**src/rtl/deposit_tally_if.sv**
```systemverilog
// Item-pulse inputs and display-side outputs of the deposit tally.
interface deposit_tally_if;
    logic       item_250;
    logic       item_500;
    logic       item_reject;
    logic       finish;
    logic [3:0] hundreds, tens, ones;
    logic [3:0] hundreds_250, tens_250, ones_250;
    logic [3:0] hundreds_500, tens_500, ones_500;
    logic       done;
    logic       error;
    logic       refresh;

    // Source of item pulses / consumer of the digits (bench side).
    modport master (
        output item_250, item_500, item_reject, finish,
        input  hundreds, tens, ones,
        input  hundreds_250, tens_250, ones_250,
        input  hundreds_500, tens_500, ones_500,
        input  done, error, refresh
    );

    // The tally itself.
    modport slave (
        input  item_250, item_500, item_reject, finish,
        output hundreds, tens, ones,
        output hundreds_250, tens_250, ones_250,
        output hundreds_500, tens_500, ones_500,
        output done, error, refresh
    );
endinterface

```
**src/rtl/deposit_tally.sv**
```systemverilog
// Container tally: three saturating counters, sticky done/error flags and a
// single shared double-dabble converter sweeping total -> 250 -> 500.
module deposit_tally #(
    parameter int CNT_W     = 10,
    parameter int MAX_COUNT = 999
) (
    input  logic            CLOCK_50,
    input  logic            rst,
    deposit_tally_if.slave  bus
);
    localparam int BW = $clog2(CNT_W);

    typedef enum logic [1:0] {S_LOAD, S_SHIFT, S_COMMIT} state_t;

    state_t           state_q, state_d;
    logic [CNT_W-1:0] cnt_tot_q, cnt_tot_d;
    logic [CNT_W-1:0] cnt_250_q, cnt_250_d;
    logic [CNT_W-1:0] cnt_500_q, cnt_500_d;
    logic             done_q, done_d;
    logic             error_q, error_d;
    logic [CNT_W-1:0] sh_q;
    logic [11:0]      bcd_q;
    logic [BW-1:0]    bit_q;
    logic [1:0]       ch_q;
    logic [11:0]      dig_tot_q, dig_250_q, dig_500_q;
    logic             refresh_q;
    logic             load_en, shift_en, commit_en;
    logic [CNT_W-1:0] snap;
    logic [11:0]      adj;
    logic             inc_250, inc_500;

    // Counter and flag next-state; everything freezes once the session is done.
    always_comb begin
        inc_250   = !done_q && bus.item_250 && !bus.item_500 && !bus.item_reject;
        inc_500   = !done_q && bus.item_500 && !bus.item_250 && !bus.item_reject;
        cnt_tot_d = cnt_tot_q;
        cnt_250_d = cnt_250_q;
        cnt_500_d = cnt_500_q;
        if (inc_250 && cnt_250_q != CNT_W'(MAX_COUNT)) cnt_250_d = cnt_250_q + 1'b1;
        if (inc_500 && cnt_500_q != CNT_W'(MAX_COUNT)) cnt_500_d = cnt_500_q + 1'b1;
        if ((inc_250 || inc_500) && cnt_tot_q != CNT_W'(MAX_COUNT))
            cnt_tot_d = cnt_tot_q + 1'b1;
        error_d = error_q ||
                  (!done_q && (bus.item_reject || (bus.item_250 && bus.item_500)));
        done_d  = done_q || bus.finish;
    end

    // Counter and flag registers.
    always_ff @(posedge CLOCK_50) begin
        if (rst) begin
            cnt_tot_q <= '0;
            cnt_250_q <= '0;
            cnt_500_q <= '0;
            done_q    <= 1'b0;
            error_q   <= 1'b0;
        end else begin
            cnt_tot_q <= cnt_tot_d;
            cnt_250_q <= cnt_250_d;
            cnt_500_q <= cnt_500_d;
            done_q    <= done_d;
            error_q   <= error_d;
        end
    end

    // Converter state register.
    always_ff @(posedge CLOCK_50) begin
        if (rst) state_q <= S_LOAD;
        else     state_q <= state_d;
    end

    // Converter next state: LOAD -> CNT_W x SHIFT -> COMMIT -> LOAD.
    always_comb begin
        state_d = state_q;
        case (state_q)
            S_LOAD:   state_d = S_SHIFT;
            S_SHIFT:  if (bit_q == '0) state_d = S_COMMIT;
            S_COMMIT: state_d = S_LOAD;
            default:  state_d = S_LOAD;
        endcase
    end

    // Converter datapath strobes decoded from state.
    always_comb begin
        load_en   = (state_q == S_LOAD);
        shift_en  = (state_q == S_SHIFT);
        commit_en = (state_q == S_COMMIT);
    end

    // Channel select for the snapshot, and the add-3 step on each BCD digit.
    always_comb begin
        case (ch_q)
            2'd1:    snap = cnt_250_q;
            2'd2:    snap = cnt_500_q;
            default: snap = cnt_tot_q;
        endcase
        adj = bcd_q;
        for (int d = 0; d < 3; d++)
            if (bcd_q[d*4 +: 4] >= 4'd5) adj[d*4 +: 4] = bcd_q[d*4 +: 4] + 4'd3;
    end

    // Converter datapath; digit triples only change here, on commit.
    always_ff @(posedge CLOCK_50) begin
        if (rst) begin
            sh_q      <= '0;
            bcd_q     <= '0;
            bit_q     <= '0;
            ch_q      <= 2'd0;
            dig_tot_q <= '0;
            dig_250_q <= '0;
            dig_500_q <= '0;
            refresh_q <= 1'b0;
        end else begin
            refresh_q <= commit_en && (ch_q == 2'd2);
            if (load_en) begin
                sh_q  <= snap;
                bcd_q <= '0;
                bit_q <= BW'(CNT_W - 1);
            end
            if (shift_en) begin
                bcd_q <= {adj[10:0], sh_q[CNT_W-1]};
                sh_q  <= {sh_q[CNT_W-2:0], 1'b0};
                bit_q <= bit_q - 1'b1;
            end
            if (commit_en) begin
                case (ch_q)
                    2'd1:    dig_250_q <= bcd_q;
                    2'd2:    dig_500_q <= bcd_q;
                    default: dig_tot_q <= bcd_q;
                endcase
                ch_q <= (ch_q == 2'd2) ? 2'd0 : ch_q + 1'b1;
            end
        end
    end

    assign {bus.hundreds,     bus.tens,     bus.ones}     = dig_tot_q;
    assign {bus.hundreds_250, bus.tens_250, bus.ones_250} = dig_250_q;
    assign {bus.hundreds_500, bus.tens_500, bus.ones_500} = dig_500_q;
    assign bus.done    = done_q;
    assign bus.error   = error_q;
    assign bus.refresh = refresh_q;
endmodule

```
**src/flat_wrapper.sv**
```systemverilog
// flat-port wrapper written by rule: the top's interface ports become plain ports
module deposit_tally_flat 
#(
    parameter int CNT_W     = 10,
    parameter int MAX_COUNT = 999
)
  (CLOCK_50, rst, bus_item_250, bus_item_500, bus_item_reject, bus_finish, bus_hundreds, bus_tens, bus_ones, bus_hundreds_250, bus_tens_250, bus_ones_250, bus_hundreds_500, bus_tens_500, bus_ones_500, bus_done, bus_error, bus_refresh);
  deposit_tally_if bus_i ();
  input  logic CLOCK_50;
  input  logic rst;
  input wire logic [$bits(bus_i.item_250)-1:0] bus_item_250;
  input wire logic [$bits(bus_i.item_500)-1:0] bus_item_500;
  input wire logic [$bits(bus_i.item_reject)-1:0] bus_item_reject;
  input wire logic [$bits(bus_i.finish)-1:0] bus_finish;
  output wire logic [$bits(bus_i.hundreds)-1:0] bus_hundreds;
  output wire logic [$bits(bus_i.tens)-1:0] bus_tens;
  output wire logic [$bits(bus_i.ones)-1:0] bus_ones;
  output wire logic [$bits(bus_i.hundreds_250)-1:0] bus_hundreds_250;
  output wire logic [$bits(bus_i.tens_250)-1:0] bus_tens_250;
  output wire logic [$bits(bus_i.ones_250)-1:0] bus_ones_250;
  output wire logic [$bits(bus_i.hundreds_500)-1:0] bus_hundreds_500;
  output wire logic [$bits(bus_i.tens_500)-1:0] bus_tens_500;
  output wire logic [$bits(bus_i.ones_500)-1:0] bus_ones_500;
  output wire logic [$bits(bus_i.done)-1:0] bus_done;
  output wire logic [$bits(bus_i.error)-1:0] bus_error;
  output wire logic [$bits(bus_i.refresh)-1:0] bus_refresh;
  assign bus_i.item_250 = bus_item_250;
  assign bus_i.item_500 = bus_item_500;
  assign bus_i.item_reject = bus_item_reject;
  assign bus_i.finish = bus_finish;
  assign bus_hundreds = bus_i.hundreds;
  assign bus_tens = bus_i.tens;
  assign bus_ones = bus_i.ones;
  assign bus_hundreds_250 = bus_i.hundreds_250;
  assign bus_tens_250 = bus_i.tens_250;
  assign bus_ones_250 = bus_i.ones_250;
  assign bus_hundreds_500 = bus_i.hundreds_500;
  assign bus_tens_500 = bus_i.tens_500;
  assign bus_ones_500 = bus_i.ones_500;
  assign bus_done = bus_i.done;
  assign bus_error = bus_i.error;
  assign bus_refresh = bus_i.refresh;
  deposit_tally #(.CNT_W(CNT_W), .MAX_COUNT(MAX_COUNT)) u_core (.CLOCK_50(CLOCK_50), .rst(rst), .bus(bus_i));
endmodule
```
**config.mk**
```make
export PLATFORM = sky130hd
export DESIGN_NAME = deposit_tally_flat
export DESIGN_NICKNAME = d
export VERILOG_FILES = /design/src/rtl/deposit_tally_if.sv /design/src/rtl/deposit_tally.sv /design/src/flat_wrapper.sv
export SDC_FILE = /design/constraint.sdc
export NUM_CORES = 1
export LEC_CHECK = 0
export CAP_MARGIN = 0
export CORE_AREA = 3 3 94 96
export CTS_BUF_LIST = sky130_fd_sc_hd__clkbuf_16
export DETAILED_ROUTE_END_ITERATION = 16
export DIE_AREA = 0 0 97 99
export PLACE_DENSITY = 0.89
export SETUP_SLACK_MARGIN = 0.2
export SKIP_CTS_REPAIR_TIMING = 1
export SYNTH_ARGS = -nofsm -noshare
export SYNTH_HDL_FRONTEND = slang
export SYNTH_SLANG_ARGS = --single-unit
```
**constraint.sdc**
```tcl
create_clock -name CLOCK_50 -period 3 [get_ports CLOCK_50]
set_clock_uncertainty 0.2 [all_clocks]
set_input_delay 0.6 -clock CLOCK_50 [delete_from_list [all_inputs] [get_ports CLOCK_50]]
set_output_delay 0.6 -clock CLOCK_50 [all_outputs]
set_load 0.05 [all_outputs]
```
=== Word-level counts from Yosys, hierarchy flattened ===
Cells that the tools add are included.

* Bits in writable memories: 0
* Memories: 0
* Flip-flop bits (word level): 99
* Bits in read-only memories: 0
* Latch bits: 0

* Reductions and logical operators: 28
* Shift-type cells: 0
* Bitwise logic cells: 1
* Equality and inequality tests: 8
* $mul: 0
* Div/mod/pow operators: 0
* Multiplexer cells: 13
* Add/subtract/negate cells: 8
* Magnitude comparators: 3

{| class="wikitable"
|+ Operator list
! operator !! count
|-
| 10-bit by 1-bit adder with 10-bit output, second input constant || 3
|-
| 10-bit != test, second input constant || 3
|-
| 12-bit 2-to-1 mux || 2
|-
| 10-bit 2-to-1 mux || 2
|-
| 10-bit case mux with 2 select lines || 1
|-
| 4-bit 2-to-1 mux || 4
|-
| 4-bit by 3-bit >= comparator with 1-bit output, second input constant || 3
|-
| 1-bit logical AND || 12
|-
| 4-bit by 2-bit adder with 4-bit output, second input constant || 2
|-
| 2-bit AND reduction || 3
|-
| 2-bit by 1-bit equality test with 1-bit output, second input constant || 2
|-
| 2-bit equality test, second input constant || 2
|-
| 1-bit zero test || 4
|-
| 4-bit zero test || 1
|-
| 1-bit logical OR || 4
|-
| 2-bit 2-to-1 mux || 2
|-
| 2-bit case mux with 2 select lines || 1
|-
| 2-bit OR reduction || 2
|-
| 4-bit by 1-bit subtractor with 4-bit output, second input constant || 1
|-
| 3-bit by 2-bit adder with 3-bit output, second input constant || 1
|-
| 3-bit 2-to-1 mux || 1
|-
| 2-bit by 1-bit adder with 2-bit output, second input constant || 1
|-
| 2-bit zero test || 1
|-
| 2-bit != test, second input constant || 1
|-
| 2 further kinds || 2
|}

=== Logic depth before layout (Yosys ltp) ===
Gate-level depths: netlist of the first run.

* Depth after elaboration: 6
* Mapped depth: 7
* Mapped depth without buffers: 6

=== Worst setup path after synthesis of the first run ===
Ideal clock, no wire load.

* Path kind: in2reg
* Start: input bus_item_reject
* End: register u_core.cnt_500_q[6]
* Slack: 784 ps
* Library setup time: 121 ps
* Required time: 2679 ps
* Arrival: 1895 ps
* Path buffers: 1
* Stages on the path: 4
* Path through: or4b_1 buf_2 nor4_1 mux2_2

* Cells in the longest elaborated chain, start to end: 3

{| class="wikitable"
|+ RTL lines
! item !! line !! text
|-
| from (decl) || flat_wrapper.sv:13 || <nowiki>input wire logic [$bits(bus_i.item_reject)-1:0] bus_item_reject;</nowiki>
|-
| 1-bit zero test || deposit_tally.sv:35 || <nowiki>inc_500 = !done_q && bus.item_500 && !bus.item_250 && !bus.item_reject;</nowiki>
|-
| 1-bit logical AND || deposit_tally.sv:35 ||
|-
| 1-bit logical AND || deposit_tally.sv:40 || <nowiki>if (inc_500 && cnt_500_q != CNT_W'(MAX_COUNT)) cnt_500_d = cnt_500_q + 1'b1;</nowiki>
|-
| to (signal assigned) || deposit_tally.sv:59 || <nowiki>cnt_500_q <= cnt_500_d;</nowiki>
|-
| to (decl) || deposit_tally.sv:18 || <nowiki>logic [CNT_W-1:0] cnt_500_q, cnt_500_d;</nowiki>
|}

No other way between the ends.
A chain may end at the register's enable or synchronous reset.

=== Final worst setup path of the first run ===
Same ends and word-level chain as after synthesis.

==> results of run 1 <==
## cell usage in the layout (no fill, tap or decap), types with 3 or more instances in the layout
cell              n
a211o_1           9
a21oi_1          49
a221oi_1          9
a22o_1            6
a22oi_1          10
and2_1            3
buf_4             9
clkbuf_16         9
clkdlybuf4s50_1  43
dfxtp_1          99
ha_1             14
inv_1            22
mux2_2            3
mux2i_1          25
nand2_1          55
nand2b_1          4
nand3_1          17
nand4_1           7
nor2_1           68
nor2b_1           8
nor3_1           10
nor3b_1           6
nor4_1           10
o21ai_0          17
or3_1             7
xnor2_1          14
xor2_1            3
## cells in the mapped netlist (all sizes together)
library cell and number:
a2111oi 1, a211o 9, a211oi 1, a21oi 49, a221oi 9, a22o 6
a22oi 10, a31oi 1, a32o 1, and2 3, and3 2, and4 1
buf 12, clkbuf 25, dfxtp 99, ha 14, inv 22, mux2 3
mux2i 25, nand2 55, nand2b 4, nand3 17, nand3b 2, nand4 7
nand4bb 1, nor2 68, nor2b 8, nor3 11, nor3b 6, nor4 12
nor4b 2, o21ai 17, o221a 1, o41ai 1, or2 2, or3 7
or4b 2, xnor2 14, xor2 3
## area by class of cell
type | instances | area [µm²] | share of cell area (%)
Clock buffer | 9 | 225 | 4.24
Clock inverter | 6 | 73.8 | 1.39
Inverter | 22 | 82.6 | 1.56
Multi-Input combinational cell | 375 | 2310 | 43.5
Sequential cell | 99 | 1980 | 37.3
Tap cell | 105 | 131 | 2.47
Timing Repair Buffer | 53 | 503 | 9.47
## sequential cells by signal (all words and copies together), names as in the netlist
register and count:
u_core.sh_q 10, u_core.dig_tot_q 12, u_core.cnt_tot_q 10, u_core.bus.error 1
u_core.state_q 2, u_core.dig_500_q 12, u_core.cnt_500_q 10, u_core.cnt_250_q 10
u_core.bus.refresh 1, u_core.ch_q 2, u_core.bus.done 1, u_core.bcd_q 12
u_core.dig_250_q 12, u_core.bit_q 4
## logic make-up after synthesis
group	after synthesis	share of synthesized area [%]
muxes	28	6.28
buffers and inverters	59	5.04
DFF	99	43.8
and+or+nand+nor	210	22.7
AOI/OAI and AO/OA	106	14.9
xor gates and xnor gates	17	3.29
adders and majority gates	14	3.87
## per-stage QoR
step	power [µW]	area [µm²]
finish	2720	5310
global placement	1570	5010
floorplan	1530	4520
CTS	2730	5310
global route	2810	5310
detailed placement	1580	5010
## power by group through the flow
stage	Combinational [µW]	Clock [µW]	Sequential (µW)
2_1_floorplan	140	0	1390
3_3_place_gp	183	0	1390
3_5_place_dp	191	0	1390
4_1_cts	192	1180	1360
5_1_grt	214	1230	1370
6_report	194	1160	1360
## layer usage
layer	up-vias	wire length (µm)
met5	-	0
met4	0	193
met3	22	615
met2	144	5310
met1	1822	4330
li1	1909	-
## worst min path at each step
| stage | from | to | slack (ps) |
|---|---|---|---|
| after floorplan | u_core.sh_q[3] | u_core.sh_q[3] | 250 |
| after global placement | u_core.dig_500_q[5] | u_core.dig_500_q[5] | 240 |
| after detailed placement | u_core.dig_500_q[7] | u_core.dig_500_q[7] | 250 |
| after CTS | u_core.dig_500_q[7] | u_core.dig_500_q[7] | 260 |
| after global routing | u_core.dig_500_q[7] | u_core.dig_500_q[7] | 270 |
| final | u_core.dig_500_q[7] | u_core.dig_500_q[7] | 250 |
## critical path, delay by kind of cell
family | cells | cell delay (ps)
AND/OR/NAND/NOR | 2 | 1080
buffers and inverters | 1 | 470
multiplexers | 1 | 370
==> impl_metrics.csv, run 1 <==
group,metric,value,unit
timing,fin_crit,2490,ps
floorplan,die_x,97,µm
synth,netlist_area,4520,µm²
timing,fin_hold_ws,253,ps
clock_network,clock_latency,340,ps
floorplan,coreArea,8130,µm²
clock_network,cts_max_path_buffers,2,
synth,syn_nets,553,
cells_and_area,layout-drive-gt1-share,6.21,%
setup_path,path_cells,"clkdlybuf4s50_1, or4b_1, nor4_1, mux2_2",
floorplan,io-pin-count,45,
cells_and_area,num-fill-cells,615,
floorplan,initial_utilization,55.6,%
detailed_routing,drc,0,
pwr,ir_worst_vdd,238,µV
clock_network,cts_buffers,9,
grt,use_met3,4.60,%
grt,grt.total_usage,22.0,%
clock_network,h-tree-depth,3,
grt,grt_overflow,0,
pwr,switching_share,24.1,%
pwr,p_seq_share,50.2,%
pwr,combPwrFrac,7.1,%
grt,antenna_found_initial,0,
hold_path,min_path_type,"flip-flop to flip-flop",
synth,synth_top_area_share,43.8,%
timing,max_clock_freq,401,MHz
setup_path,worst_setup_path_endpoint,"u_core.cnt_500_q[6]",
detailed_routing,dr.pass1.iters,5,
flow_run,maxCapViolCount,0,
grt,grt_start_max_net_pins,28,
cells_and_area,final_net_count,580,
setup_path,critPathSlowestCell,"or4b_1",
timing,rsz0062_at_grt,"false",
setup_path,r2r_cells,5,
grt,grt_use_met2,38.2,%
status,status,"finished, final reports clean",
setup_path,reg2reg_slack,750,ps
synth,synth_cell_types,43,
placed_design,dp_slack,155,ps
detailed_routing,postRouteAntennaNets,0,
cells_and_area,n_antenna_cell,0,
setup_path,max_stage_delay,720,ps
timing,layout_setup_ws,508,ps
placed_design,dp_cells,654,
clock_network,cts-root-buf,"clkbuf_16",
pwr,intPower,2060,µW
setup_path,endpoint_kind,"flip-flop",
clock_network,cts_tree,"built",
floorplan,dieArea,9600,µm²
timing,maxSlewHeadroom,51.0,%
pwr,power.leakage,0.00182,µW
placed_design,place_congestion,0.835,
setup_path,critical_path_class,"input port to flip-flop",
synth,syn_inst,533,
detailed_routing,num_vias,3897,
grt,grt_pass1_wl,17.4,mm
hold_path,holdPathStages,2,
detailed_routing,drt_iter0_drc,356,
grt,grt_pass1_vias,3572,
timing,fin_tns_setup,0,ps
grt,met1_usage,26.9,%
floorplan,fp-row-count,33,
synth,yosysWarnings,0,
timing,hold_viol,0,
cells_and_area,fin_util,65.3,%
timing,report.final.setup_viol,0,
setup_path,r2r-start,"u_core.ch_q[1]",
placed_design,port_buffers,44,
clock_network,cts.sink_count,99,
setup_path,crit_arrival,2520,ps
cells_and_area,syn_to_final_growth,17.4,%
synth,ys_seq_elements,99,
detailed_routing,wl_per_cell,15.6,µm
synth,synth.avg_cell_area,8.48,µm²
setup_path,start_kind,"input port",
detailed_routing,drt_wl_total,10.4,mm
setup_path,critPathRequiredTime,3030,ps
synth,synth_top_area_cell,"dfxtp_1",
synth,ys_top_cells_by_area,"dfxtp_1 (44%), nor2_1 (5.6%), mux2i_1 (5.5%)",
clock_network,path_clk_slew,70,ps
setup_path,cp-startpoint,"bus_item_reject",
floorplan,dieHeight,99,µm
synth,ys_seq_area_share,43.8,%
setup_path,r2r_end,"u_core.dig_250_q[0]",
timing,worst_pin_slew,730,ps
timing,slew_viol_final,0,
placed_design,dpl.hpwl,7.17,mm
pwr,power_density,512,nW/µm²
pwr,clockPowerShare,42.7,%
setup_path,path_max_fanout,7,
detailed_routing,vias_per_cell,5.83,
pwr,p_switching,654,µW
timing,finalCritPeriodShare,83.1,%
grt,grt.busiest_layer,"met2",
cells_and_area,final-instance-count-excl-fill,669,
(Power assumes the default switching activity.)
==> inputs of run 2 (changes only) <==
==> constraint.sdc (replaced) <==
create_clock -name CLOCK_50 -period 2.4 [get_ports CLOCK_50]
set_clock_uncertainty 0.2 [all_clocks]
set_input_delay 0.48 -clock CLOCK_50 [delete_from_list [all_inputs] [get_ports CLOCK_50]]
set_output_delay 0.48 -clock CLOCK_50 [all_outputs]
set_load 0.05 [all_outputs]
==> run 2 against run 1 <==
Net effect:
- core utilization grew 2.4 points
- clock-buffer cell count is the same
- clock power grew 25%
- register-to-register slack lost 370 ps
- sequential power grew 25%
- critical path depth grew 2
- largest cell class unchanged
==> impl_metrics.csv, run 2 (synthesis gave the netlist of run 1 again) <==
group,metric,value,unit
floorplan,initial_utilization,55.6,%
floorplan,dieHeight,99,µm
cells_and_area,mostFrequentLayoutCell,"dfxtp_1",
clock_network,cts_max_path_buffers,2,
cells_and_area,num-fill-cells,591,
setup_path,r2r-start,"u_core.cnt_tot_q[0]",
floorplan,die_x,97,µm
timing,fin_crit,2230,ps
detailed_routing,drt_wl_total,11.1,mm
grt,grt_start_max_net_pins,36,
timing,slew_viol_final,0,
cells_and_area,final_net_count,591,
detailed_routing,wl_per_cell,16.2,µm
timing,report.final.setup_viol,0,
floorplan,fp-row-count,33,
clock_network,h-tree-depth,3,
cells_and_area,syn_to_final_growth,21.7,%
setup_path,endpoint_kind,"flip-flop",
cells_and_area,n_antenna_cell,0,
status,status,"finished, final reports clean",
hold_path,min_from,"u_core.dig_500_q[6]",
pwr,ir_worst_vdd,347,µV
detailed_routing,dr.pass1.iters,5,
grt,grt_pass1_wl,18.2,mm
hold_path,worstHoldEndpoint,"u_core.dig_500_q[6]",
detailed_routing,vias_per_cell,5.94,
clock_network,cts.sink_count,99,
clock_network,cts_tree,"built",
setup_path,critical_path_class,"input port to flip-flop",
setup_path,r2r_end,"u_core.cnt_tot_q[3]",
setup_path,critPathRequiredTime,2420,ps
timing,fin_tns_setup,0,ps
cells_and_area,layout-drive-gt1-share,9.72,%
timing,max_clock_freq,448,MHz
floorplan,dieArea,9600,µm²
detailed_routing,drt_iter0_drc,281,
flow_run,maxCapViolCount,0,
placed_design,dpl.hpwl,7.48,mm
detailed_routing,drc,0,
timing,hold_viol,0,
grt,grt_pass1_vias,3887,
pwr,power.leakage,0.00221,µW
setup_path,reg2reg_slack,380,ps
cells_and_area,mostFrequentLayoutCells,"dfxtp_1 (99), nor2_1 (68), nand2_1 (55), a21oi_1 (49), clkdlybuf4s50_1 (27)",
setup_path,crit_arrival,2250,ps
clock_network,clock_latency,340,ps
grt,grt.total_usage,22.8,%
grt,antenna_found_initial,0,
cells_and_area,fin_util,67.6,%
floorplan,io-pin-count,45,
grt,grt_overflow,0,
pwr,power_density,620,nW/µm²
placed_design,port_buffers,44,
setup_path,path_max_fanout,6,
detailed_routing,num_vias,4044,
setup_path,start_kind,"input port",
clock_network,path_clk_slew,70,ps
placed_design,place_congestion,0.856,
clock_network,cts_buffers,9,
hold_path,holdPathStages,2,
clock_network,cts-root-buf,"clkbuf_16",
timing,finalCritPeriodShare,93.1,%
floorplan,coreArea,8130,µm²
detailed_routing,postRouteAntennaNets,0,
timing,worst_pin_slew,551,ps
hold_path,min_path_type,"flip-flop to flip-flop",
timing,rsz0062_at_grt,"true",
timing,maxSlewHeadroom,63.2,%
setup_path,r2r_cells,6,
run 2: worst max-delay path by stage:
stage | start | to | slack, ps | depth (start not counted)
final | bus_item_reject | u_core.cnt_250_q[6] | 170 | 6
after global routing | bus_item_reject | u_core.cnt_250_q[6] | 130 | 6
after detailed placement | bus_item_reject | u_core.cnt_250_q[7] | -250 | 5
after floorplan | u_core.bus.done | u_core.cnt_500_q[6] | 230 | 4
after global placement | bus_item_reject | u_core.cnt_250_q[9] | -170 | 6
after CTS | u_core.bus.done | bus_done | 70 | 1
run 2: stage by stage:
stage | setup WS, ps | std cells | power [µW] | area, µm² | hold WS, ps
2_1_floorplan | 231 | 533 | 1910 | 4520 | 246
6_report | 166 | 681 | 3410 | 5500 | 253
3_3_place_gp | -166 | 665 | 1980 | 5090 | 243
4_1_cts | 65.9 | 681 | 3420 | 5390 | 255
5_1_grt | 125 | 681 | 3520 | 5500 | 268
3_5_place_dp | -246 | 665 | 1990 | 5090 | 245
run 2: critical path, stage by stage:
cell and delay, ps:
clkdlybuf4s50_1 450, buf_4 170, or4b_4 610, nor3_1 330, xnor2_1 160, nor2_1 50
run 2: power breakdown:
group          switching (µW)  internal (µW)  total, µW
logic                     164           99.7        264
registers                27.6           1670       1700
clock network             632            814       1450
total                     824           2590       3410
run 2: metal layers:
metal / wire (µm) / up-vias / track usage (%)
li1: - / 1937 / -
met1: 4570 / 1918 / 27.4
met2: 5550 / 164 / 40.0
met3: 680 / 25 / 4.39
met4: 268 / 0 / 9.07
met5: 0 / - / 0
run 2: layout make-up:
cell class              instances  area [µm²]  share of cell area [%]
repair buffers                 64         626                    11.4
clock buffers                   9         225                    4.09
inverters                      22        82.6                    1.50
multi-input cells             375        2380                    43.3
flip-flops and latches         99        1980                    36.0
well taps                     105         131                    2.39
clock inverters                 7        72.6                    1.32
==> inputs of run 3 (changes only) <==
--- a/config.mk
+++ b/config.mk
@@ -8,6 +8,7 @@
 export CAP_MARGIN = 0
 export CORE_AREA = 3 3 94 96
 export CTS_BUF_LIST = sky130_fd_sc_hd__clkbuf_16
+export CTS_CLUSTER_SIZE = 8
 export DETAILED_ROUTE_END_ITERATION = 16
 export DIE_AREA = 0 0 97 99
 export PLACE_DENSITY = 0.89
==> results of run 3 <==
Same layout as run 2: the final DEF is identical, and so are final timing and power.
